`config.mk`:
```
export PLATFORM = sky130hd
export DESIGN_NAME = load_store_unit_flat
export DESIGN_NICKNAME = d
export VERILOG_FILES = /design/src/rtl/load_store_unit_if.sv /design/src/rtl/load_store_unit.sv /design/src/flat_wrapper.sv
export SDC_FILE = /design/constraint.sdc
export NUM_CORES = 1
export LEC_CHECK = 0
export ABC_AREA = 0
export CAP_MARGIN = 25
export CORE_MARGIN = 1
export CORE_UTILIZATION = 40
export DETAILED_ROUTE_END_ITERATION = 10
export PLACE_DENSITY = 0.72
export SETUP_SLACK_MARGIN = 0.3
export SYNTH_ARGS = -nofsm -noshare
export SYNTH_HDL_FRONTEND = slang
export SYNTH_SLANG_ARGS = --single-unit
```
`constraint.sdc`:
```
create_clock -name clk -period 2.5 [get_ports clk]
set_clock_uncertainty 0.15 [all_clocks]
set_input_delay 0.625 -clock clk [delete_from_list [all_inputs] [get_ports clk]]
set_output_delay 0.625 -clock clk [all_outputs]
set_load 0.02 [all_outputs]
```
`src/rtl/load_store_unit_if.sv`:
```
// Word-addressed memory port between the load/store unit and memory_system.
// The LSU drives requests as master; the memory answers as slave.
interface load_store_unit_if #(
  parameter int DW = 32
);
  logic [31:0]   mem_addr;
  logic [DW-1:0] mem_wdata;
  logic [3:0]    mem_write_en;
  logic          mem_read_en;
  logic [DW-1:0] mem_rdata;
  logic          mem_ready;

  modport master (
    output mem_addr,
    output mem_wdata,
    output mem_write_en,
    output mem_read_en,
    input  mem_rdata,
    input  mem_ready
  );

  modport slave (
    input  mem_addr,
    input  mem_wdata,
    input  mem_write_en,
    input  mem_read_en,
    output mem_rdata,
    output mem_ready
  );
endinterface

```
`src/rtl/load_store_unit.sv`:
```
// Single-outstanding load/store unit: lane extract, sign extension,
// and optional read-modify-write for sub-word stores.
module load_store_unit #(
  parameter int DATA_WIDTH = 32,
  parameter bit RMW_EN     = 1'b1
) (
  input  logic                  clk,
  input  logic                  rst_n,
  input  logic                  lsu_valid,
  input  logic                  lsu_we,
  input  logic [1:0]            lsu_size,
  input  logic                  lsu_unsigned,
  input  logic [31:0]           lsu_addr,
  input  logic [DATA_WIDTH-1:0] lsu_wdata,
  output logic                  lsu_busy,
  output logic                  lsu_done,
  output logic [DATA_WIDTH-1:0] lsu_rdata,
  output logic                  lsu_misaligned,
  load_store_unit_if.master     mem
);

  typedef enum logic [1:0] {
    IDLE,
    RD,
    WR,
    RESP
  } state_t;

  typedef struct packed {
    logic        we;
    logic [1:0]  size;
    logic        uns;
    logic [31:0] addr;
    logic [31:0] wdata;
  } req_t;

  state_t      st, st_n;
  req_t        req, req_n;
  logic        mis, mis_n;
  logic [31:0] rdata_n;
  logic [31:0] addr_n;
  logic [31:0] wdata_n;
  logic [3:0]  wen_n;
  logic        ren_n;
  logic        mis_a;
  logic [3:0]  mask_a;
  logic [31:0] rep_a;
  logic [31:0] sh;
  logic [31:0] ld_val;
  logic [31:0] mg;

  assign lsu_busy       = (st == RD) || (st == WR);
  assign lsu_done       = (st == RESP);
  assign lsu_misaligned = lsu_done & mis;

  // Decode the incoming request: alignment, byte mask, lane-replicated data
  always_comb begin
    mis_a  = ((lsu_size == 2'd1) && lsu_addr[0]) ||
             (lsu_size[1] && (|lsu_addr[1:0]));
    mask_a = 4'hF;
    rep_a  = lsu_wdata;
    unique case (1'b1)
      lsu_size == 2'd0: begin
        mask_a = 4'b0001 << lsu_addr[1:0];
        rep_a  = {4{lsu_wdata[7:0]}};
      end
      lsu_size == 2'd1: begin
        mask_a = 4'b0011 << lsu_addr[1:0];
        rep_a  = {2{lsu_wdata[15:0]}};
      end
      default: ;
    endcase
  end

  assign sh = mem.mem_rdata >> {req.addr[1:0], 3'b000};

  // Extract the addressed lane and extend it to a full word
  always_comb begin
    ld_val = mem.mem_rdata;
    unique case (1'b1)
      req.size == 2'd0:
        ld_val = req.uns ? {24'b0, sh[7:0]}
                         : {{24{sh[7]}}, sh[7:0]};
      req.size == 2'd1:
        ld_val = req.uns ? {16'b0, sh[15:0]}
                         : {{16{sh[15]}}, sh[15:0]};
      default: ;
    endcase
  end

  // Splice the store byte/half into the word just read back
  always_comb begin
    mg = mem.mem_rdata;
    if (req.size == 2'd0)
      mg[{req.addr[1:0], 3'b000} +: 8] = req.wdata[7:0];
    else
      mg[{req.addr[1], 4'b0000} +: 16] = req.wdata[15:0];
  end

  // Next state plus next values of every registered output
  always_comb begin
    st_n    = st;
    req_n   = req;
    mis_n   = mis;
    rdata_n = lsu_rdata;
    addr_n  = mem.mem_addr;
    wdata_n = mem.mem_wdata;
    wen_n   = mem.mem_write_en;
    ren_n   = mem.mem_read_en;
    unique case (st)
      IDLE: begin
        if (lsu_valid) begin
          req_n = '{we: lsu_we, size: lsu_size,
                    uns: lsu_unsigned, addr: lsu_addr,
                    wdata: lsu_wdata};
          mis_n = mis_a;
          if (mis_a) begin
            st_n = RESP;
          end else begin
            addr_n = {lsu_addr[31:2], 2'b00};
            if (lsu_we && (lsu_size[1] || !RMW_EN)) begin
              st_n    = WR;
              wen_n   = mask_a;
              wdata_n = rep_a;
            end else begin
              st_n  = RD;
              ren_n = 1'b1;
            end
          end
        end
      end
      RD: begin
        if (mem.mem_ready) begin
          ren_n = 1'b0;
          if (req.we) begin
            st_n    = WR;
            wdata_n = mg;
            wen_n   = 4'hF;
          end else begin
            st_n    = RESP;
            rdata_n = ld_val;
            addr_n  = '0;
          end
        end
      end
      WR: begin
        if (mem.mem_ready) begin
          st_n    = RESP;
          wen_n   = 4'h0;
          wdata_n = '0;
          addr_n  = '0;
        end
      end
      default: st_n = IDLE;
    endcase
  end

  // State, captured request and registered outputs
  always_ff @(posedge clk or negedge rst_n) begin
    if (!rst_n) begin
      st               <= IDLE;
      req              <= '0;
      mis              <= 1'b0;
      lsu_rdata        <= '0;
      mem.mem_addr     <= '0;
      mem.mem_wdata    <= '0;
      mem.mem_write_en <= 4'h0;
      mem.mem_read_en  <= 1'b0;
    end else begin
      st               <= st_n;
      req              <= req_n;
      mis              <= mis_n;
      lsu_rdata        <= rdata_n;
      mem.mem_addr     <= addr_n;
      mem.mem_wdata    <= wdata_n;
      mem.mem_write_en <= wen_n;
      mem.mem_read_en  <= ren_n;
    end
  end

endmodule

```
`src/flat_wrapper.sv`:
```
// flat-port wrapper written by rule: the top's interface ports become plain ports
module load_store_unit_flat 
#(
  parameter int DATA_WIDTH = 32,
  parameter bit RMW_EN     = 1'b1
)
  (clk, rst_n, lsu_valid, lsu_we, lsu_size, lsu_unsigned, lsu_addr, lsu_wdata, lsu_busy, lsu_done, lsu_rdata, lsu_misaligned, mem_mem_addr, mem_mem_wdata, mem_mem_write_en, mem_mem_read_en, mem_mem_rdata, mem_mem_ready);
  load_store_unit_if mem_i ();
  input  logic clk;
  input  logic rst_n;
  input  logic lsu_valid;
  input  logic lsu_we;
  input  logic [1:0] lsu_size;
  input  logic lsu_unsigned;
  input  logic [31:0] lsu_addr;
  input  logic [DATA_WIDTH-1:0] lsu_wdata;
  output logic lsu_busy;
  output logic lsu_done;
  output logic [DATA_WIDTH-1:0] lsu_rdata;
  output logic lsu_misaligned;
  output wire logic [$bits(mem_i.mem_addr)-1:0] mem_mem_addr;
  output wire logic [$bits(mem_i.mem_wdata)-1:0] mem_mem_wdata;
  output wire logic [$bits(mem_i.mem_write_en)-1:0] mem_mem_write_en;
  output wire logic [$bits(mem_i.mem_read_en)-1:0] mem_mem_read_en;
  input wire logic [$bits(mem_i.mem_rdata)-1:0] mem_mem_rdata;
  input wire logic [$bits(mem_i.mem_ready)-1:0] mem_mem_ready;
  assign mem_mem_addr = mem_i.mem_addr;
  assign mem_mem_wdata = mem_i.mem_wdata;
  assign mem_mem_write_en = mem_i.mem_write_en;
  assign mem_mem_read_en = mem_i.mem_read_en;
  assign mem_i.mem_rdata = mem_mem_rdata;
  assign mem_i.mem_ready = mem_mem_ready;
  load_store_unit #(.DATA_WIDTH(DATA_WIDTH), .RMW_EN(RMW_EN)) u_core (.clk(clk), .rst_n(rst_n), .lsu_valid(lsu_valid), .lsu_we(lsu_we), .lsu_size(lsu_size), .lsu_unsigned(lsu_unsigned), .lsu_addr(lsu_addr), .lsu_wdata(lsu_wdata), .lsu_busy(lsu_busy), .lsu_done(lsu_done), .lsu_rdata(lsu_rdata), .lsu_misaligned(lsu_misaligned), .mem(mem_i));
endmodule
```
Word-level counts from Yosys, hierarchy flattened
Index checks and enable logic that the tools add are counted.
{"block": "word_totals", "regBits": 126, "in_bits": 104, "out_inout_bits": 104, "elab_cells": 92}
{"block": "classes", "add_sub_neg": 2, "eq_ne": 13, "shift": 7, "muxes": 39, "n_bitwise": 2, "reduce_logical": 17}
{"op": "2-to-1 mux 32 bit", "n": 13}
{"op": "case mux 32 bit (3 select lines)", "n": 2}
{"op": "case mux 32 bit (2 select lines)", "n": 2}
{"op": "bitwise mux 32 bit", "n": 2}
{"op": "variable shift 16 x 7 -> 32 bit (first input constant)", "n": 1}
{"op": "variable shift 8 x 7 -> 32 bit (first input constant)", "n": 1}
{"op": "indexed part select 16 x 7 -> 32 bit", "n": 1}
{"op": "indexed part select 8 x 7 -> 32 bit", "n": 1}
{"op": ">> shifter 32 x 5 -> 16 bit", "n": 1}
{"op": "2-to-1 mux 4 bit", "n": 6}
{"op": "negator 5 -> 7 bit", "n": 2}
{"op": "!= test 2 bit (second input constant)", "n": 6}
{"op": "case mux 4 bit (3 select lines)", "n": 1}
{"op": "2-to-1 mux 2 bit", "n": 5}
{"op": "case mux 4 bit (2 select lines)", "n": 1}
{"op": "AND reduction 7 bit", "n": 1}
{"op": "equality test 2 x 1 -> 1 bit (second input constant)", "n": 3}
{"op": "logical NOT 2 bit", "n": 3}
{"op": "case mux 2 bit (3 select lines)", "n": 1}
{"op": "AND reduction 3 bit", "n": 2}
{"op": "AND reduction 6 bit", "n": 1}
{"op": "2-to-1 mux 1 bit", "n": 5}
{"op": "AND reduction 5 bit", "n": 1}
{"op": "equality test 2 bit (second input constant)", "n": 2}
{"op": "12 further kinds", "n": 16}

Depth between registers and ports, before layout
{"block": "logic_depth", "ltp_word": 7, "ltp_mapped": 9, "mapped_depth_nobuf": 6}

Worst setup path after synthesis
Ideal clock, no wire load.
{"block": "synth_timing", "kind": "register -> register", "startpoint": "register u_core.req[33] (netlist name)", "endpoint": "register u_core.mem.mem_wdata[15]", "setup_time_ns": 0.125, "arrival_time_ns": 2.077, "required_time_ns": 2.225, "setup_slack_ns": 0.148, "stages_incl_launch_ff": 10, "n_path_buf": 3, "period_less_slack_ns": 2.352, "cell_sequence": "dfrtp_1 > buf_2 > buf_2 > inv_1 > ha_1 > and4b_1 > clkbuf_1 > a221oi_1 > o22ai_1 > mux2_4"}
{"block": "synth_via", "elab_chain_cells": 7, "word_cells_on_any_way": 12, "classes_between": "add/sub: 2; shift: 4; mux: 6"}
{"item": "start: declaration", "line_no": "load_store_unit.sv:38", "text": "req_t req, req_n;"}
{"item": "start signal: assignment", "line_no": "load_store_unit.sv:171", "text": "req <= req_n;"}
{"item": "negator 5 -> 7 bit (on tied branches)", "line_no": "load_store_unit.sv:97, load_store_unit.sv:95"}
{"item": "indexed part select 16 x 7 -> 32 bit, or another cell as far along", "line_no": "load_store_unit.sv:97", "text": "mg[{req.addr[1], 4'b0000} +: 16] = req.wdata[15:0];"}
{"item": "bitwise mux 32 bit (on tied branches)", "line_no": "load_store_unit.sv:97, load_store_unit.sv:95"}
{"item": "2-to-1 mux 32 bit *", "line_no": "load_store_unit.sv:94", "text": "if (req.size == 2'd0)"}
{"item": "2-to-1 mux 32 bit *", "line_no": "load_store_unit.sv:135", "text": "if (req.we) begin"}
{"item": "2-to-1 mux 32 bit *", "line_no": "load_store_unit.sv:133", "text": "if (mem.mem_ready) begin"}
{"item": "case mux 32 bit (3 select lines) *", "line_no": "load_store_unit.sv:110", "text": "unique case (st)"}
{"item": "end signal: assignment", "line_no": "load_store_unit.sv:175", "text": "mem.mem_wdata <= wdata_n;"}
{"item": "end: declaration", "line_no": "load_store_unit_if.sv:15", "text": "output mem_wdata,"}
Every way passes the cells marked *; elsewhere a longest branch is shown, timed or not. The select of a mux whose other input is x is not followed.
A chain may end at the register's enable or synchronous reset.

Final worst setup path
{"block": "layout_timing", "startpoint": "register u_core.st[1]", "endpoint": "register u_core.mem.mem_addr[12]"}
{"block": "layout_via", "elab_chain_cells": 3, "word_cells_on_any_way": 11, "classes_between": "eq/ne: 7; mux: 1; reduce/logical: 3"}
{"item": "start: declaration", "line_no": "load_store_unit.sv:37", "text": "state_t st, st_n;"}
{"item": "start signal: assignment", "line_no": "load_store_unit.sv:170", "text": "st <= st_n;"}
{"item": "equality test 2 x 1 -> 1 bit, or another cell as far along", "line_no": "load_store_unit.sv:110"}
{"item": "!= test 2 bit (no source line) / nonzero test 3 bit (equally long branches)"}
{"item": "AND reduction 6 bit (no source line)"}
{"item": "end signal: assignment", "line_no": "load_store_unit.sv:174", "text": "mem.mem_addr <= addr_n;"}
{"item": "end: declaration", "line_no": "load_store_unit_if.sv:14", "text": "output mem_addr,"}
Several ways; a longest one is shown, not always the timed one.

==> flow_metrics.py <==
metrics = {
    "worst_setup_path": {
        "arrival_ps": 2480,
        "r2r_end": "u_core.mem.mem_addr[12]",
        "critical_path.startpoint_type": "flop",
        "rrSetupSlack_ps": 180,
        "r2r_cells": 9,
        "critPathCaptureType": "flop",
        "crit_required_ps": 2660,
        "worstPathMaxFanout": 7,
        "critPathKind": "reg2reg",
        "r2r_start": "u_core.st[1]",
    },
    "drt": {
        "drc": 0,
        "wl_um": 25300,
        "ant_nets": 0,
        "routedWlPerCell_um": 21.6,
        "dr.pass1.iters": 7,
        "via_per_inst": 5.77,
        "drt-initial-drc-count": 505,
        "vias": 6748,
    },
    "final_layout": {
        "nets": 1041,
        "area_delta_synth_final_pct": 51.8,
        "fin_area_um2": 11100,
        "seqCellArea_um2": 3110,
        "n_antenna_cell": 0,
        "fin_util_pct": 61.9,
        "layout-drive-gt1-share_pct": 27.5,
        "multi_input_area_um2": 4050,
        "fillers": 1416,
    },
    "placement": {
        "dp_hpwl_um": 16900,
        "port_buffers": 205,
        "routabilityCongestion": 0.899,
        "placed_area_um2": 9890,
    },
    "logic_synthesis": {
        "ys_top_cells_by_area": "dfrtp_1, mux2_2, mux2i_1, mux2_4, o22ai_1",
        "synth_top_area_share_pct": 42.4,
        "synth_cells": 683,
        "synthFlopType": "dfrtp_1",
        "ys_warn_count": 0,
        "ys_seq_area_share_pct": 42.4,
        "synth.lib_cells_used.distinct": 51,
        "synthArstFlopShare_pct": 100,
        "synth_area_leader_cell": "dfrtp_1",
        "synth_area_um2": 7320,
        "ys_ff_latch": 124,
        "synth-edff-count": 0,
        "avgSynthCellArea_um2": 10.7,
    },
    "floorplan": {
        "die_h_um": 137,
        "rows": 49,
        "ios": 208,
        "initial_utilization_pct": 40.8,
        "die_width_um": 137,
        "die-area_um2": 18800,
        "coreArea_um2": 18000,
    },
    "timing": {
        "setup_viol": 0,
        "fin_crit_ps": 2320,
        "min_period_over_period_pct": 92.7,
        "hold_viol_final": 0,
        "worst_pin_slew_ps": 672,
        "rsz0062_at_grt": "yes",
        "slew_viol_final": 0,
        "fmax_ghz": 0.432,
        "maxSlewHeadroom_pct": 55.1,
    },
    "min_path": {
        "hold_depth": 1,
        "min_from": "u_core.mis",
        "hold_class": "reg2reg",
        "min_to": "u_core.mis",
    },
    "power_and_ir_drop": {
        "peakVddDrop_uv": 1670,
        "finalPower_w": 0.0166,
        "power.density_nw_per_um2": 1500,
        "p_leak_nw": 5.21,
    },
    "clocking": {
        "worstSkewPairLatency_ps": 430,
        "cts_max_level": 4,
        "cts_num_sinks": 124,
        "numCtsBuffers": 17,
        "cts_max_path_buffers": 2,
        "clk_pin_slew_worst_paths_ps": 60,
        "clockRootBuffer": "clkbuf_16",
        "cts_tree": "done",
    },
    "global_route": {
        "grt_overflow_total": 0,
        "antenna_found_initial": 0,
        "grt_pass1_vias": 6516,
        "grt_usage_pct": 26.0,
        "grt_pass1_wl_um": 36500,
        "grt_start_max_net_pins": 77,
    },
    "outcome": {
        "outcome": "finished clean",
    },
    "flow_run": {
        "drv_cap": 0,
    },
}
## cell usage in the layout (no fill, tap or decap), types with 8 or more instances in the layout
| master | count |
|---|---|
| o21ai_0 | 49 |
| mux2_4 | 30 |
| nor2_1 | 25 |
| and3_1 | 8 |
| o2bb2ai_1 | 9 |
| a31oi_1 | 10 |
| nand2b_1 | 9 |
| inv_1 | 8 |
| a221oi_1 | 19 |
| dlygate4sd2_1 | 23 |
| dlymetal6s2s_1 | 41 |
| o22ai_1 | 45 |
| mux2_2 | 82 |
| nor2b_1 | 31 |
| mux2i_1 | 44 |
| dfrtp_1 | 122 |
| a22oi_1 | 8 |
| clkbuf_16 | 20 |
| clkdlybuf4s50_1 | 137 |
| buf_4 | 61 |
| a21oi_1 | 40 |
| nand2_1 | 14 |
| nand3b_1 | 8 |
## Yosys cell counts, drive strengths merged (8+ instances only)
cell     count
a21oi       41
a221oi      24
a22oi        8
a31oi       11
and3         8
buf         26
clkbuf      34
dfrtp      124
ha           9
inv         12
mux2       112
mux2i       44
nand2       15
nand2b      10
nand3b       8
nor2        28
nor2b       31
o21ai       51
o22ai       45
o2bb2ai      9
## metrics by stage
| step | setup WS, ps | instances | setup TNS [ps] | hold slack (ps) |
|---|---|---|---|---|
| after floorplan | 319 | 684 | 0 | 179 |
| after global placement | -97.2 | 1118 | -1860 | 307 |
| after detailed placement | -180 | 1118 | -4110 | 314 |
| after CTS | 171 | 1157 | 0 | 328 |
| after global routing | 151 | 1170 | 0 | 364 |
| final | 183 | 1170 | 0 | 325 |
## timing repair
item                                   CTS  global route
pin swaps                                4             5
setup endpoints to repair               89           131
buffers inserted                         4             9
hold buffers                             1             0
endpoints found under the hold margin   22             0
cloned                                   2             4
gates resized for setup                 47            80
## logic make-up (layout without fill, tap and decap cells)
| family | after synthesis | after routing | share of synthesized area, % |
|---|---|---|---|
| other | 1 | 2 | 0.0512 |
| AOI/OAI and AO/OA | 205 | 205 | 17.9 |
| muxes | 156 | 156 | 24.4 |
| buffers and inverters | 72 | 328 | 4.87 |
| DFF | 124 | 124 | 42.4 |
| adders and majority gates | 9 | 9 | 1.54 |
| and+or+nand+nor | 116 | 117 | 8.90 |
## state kept, by name, summed over array words and instances, names as in the netlist
signal	cells
u_core.mem.mem_read_en	1
u_core.mem.mem_addr	30
u_core.mis	1
u_core.lsu_rdata	32
u_core.mem.mem_wdata	32
u_core.req	22
u_core.mem.mem_write_en	4
u_core.st	2
## report_power, final
part	total [W]	leakage, nW	internal [W]	switching [W]
registers	0.00373	1.51	0.00300	0.000732
clock network	0.00296	0.331	0.00198	0.000980
logic	0.00994	3.37	0.00496	0.00497
total	0.0166	5.21	0.00994	0.00669
## cell type report
class	instances	area share, %
clock buffer	18	3.86
clock inverter	14	2.39
inverter	12	0.405
multi-input combinational	489	36.5
sequential	124	27.9
tap	229	2.58
timing repair buffer	284	26.4
## per-layer routing
layer | vias up | track usage (%) | part of all wire (%)
met5 | - | 0 | 0
met4 | 0 | 9.10 | 2.9
met3 | 51 | 5.26 | 7.4
met2 | 327 | 41.0 | 48
met1 | 3329 | 35.2 | 42
li1 | 3041 | - | -
## worst max-delay path by stage
stage | start | endpoint | slack [ps] | depth (start not counted)
after global placement | mem_mem_rdata[31] | u_core.lsu_rdata[11] | -100 | 5
final | u_core.st[1] | u_core.mem.mem_addr[12] | 180 | 9
after floorplan | u_core.req[33] | u_core.mem.mem_wdata[15] | 320 | 9
after CTS | u_core.st[0] | lsu_misaligned | 170 | 3
after global routing | u_core.st[1] | u_core.mem.mem_addr[12] | 150 | 9
after detailed placement | mem_mem_rdata[31] | u_core.lsu_rdata[10] | -180 | 5
## critical path, cell delays in order (launching register included)
cell       delay (ps)
dfrtp_1           390
buf_6             130
buf_6             110
ha_4              160
nor2_4            120
o21ai_2            80
a2111o_1          450
buf_6             170
clkbuf_16         160
mux2_2            270
Power figures use the tool's default switching activity.
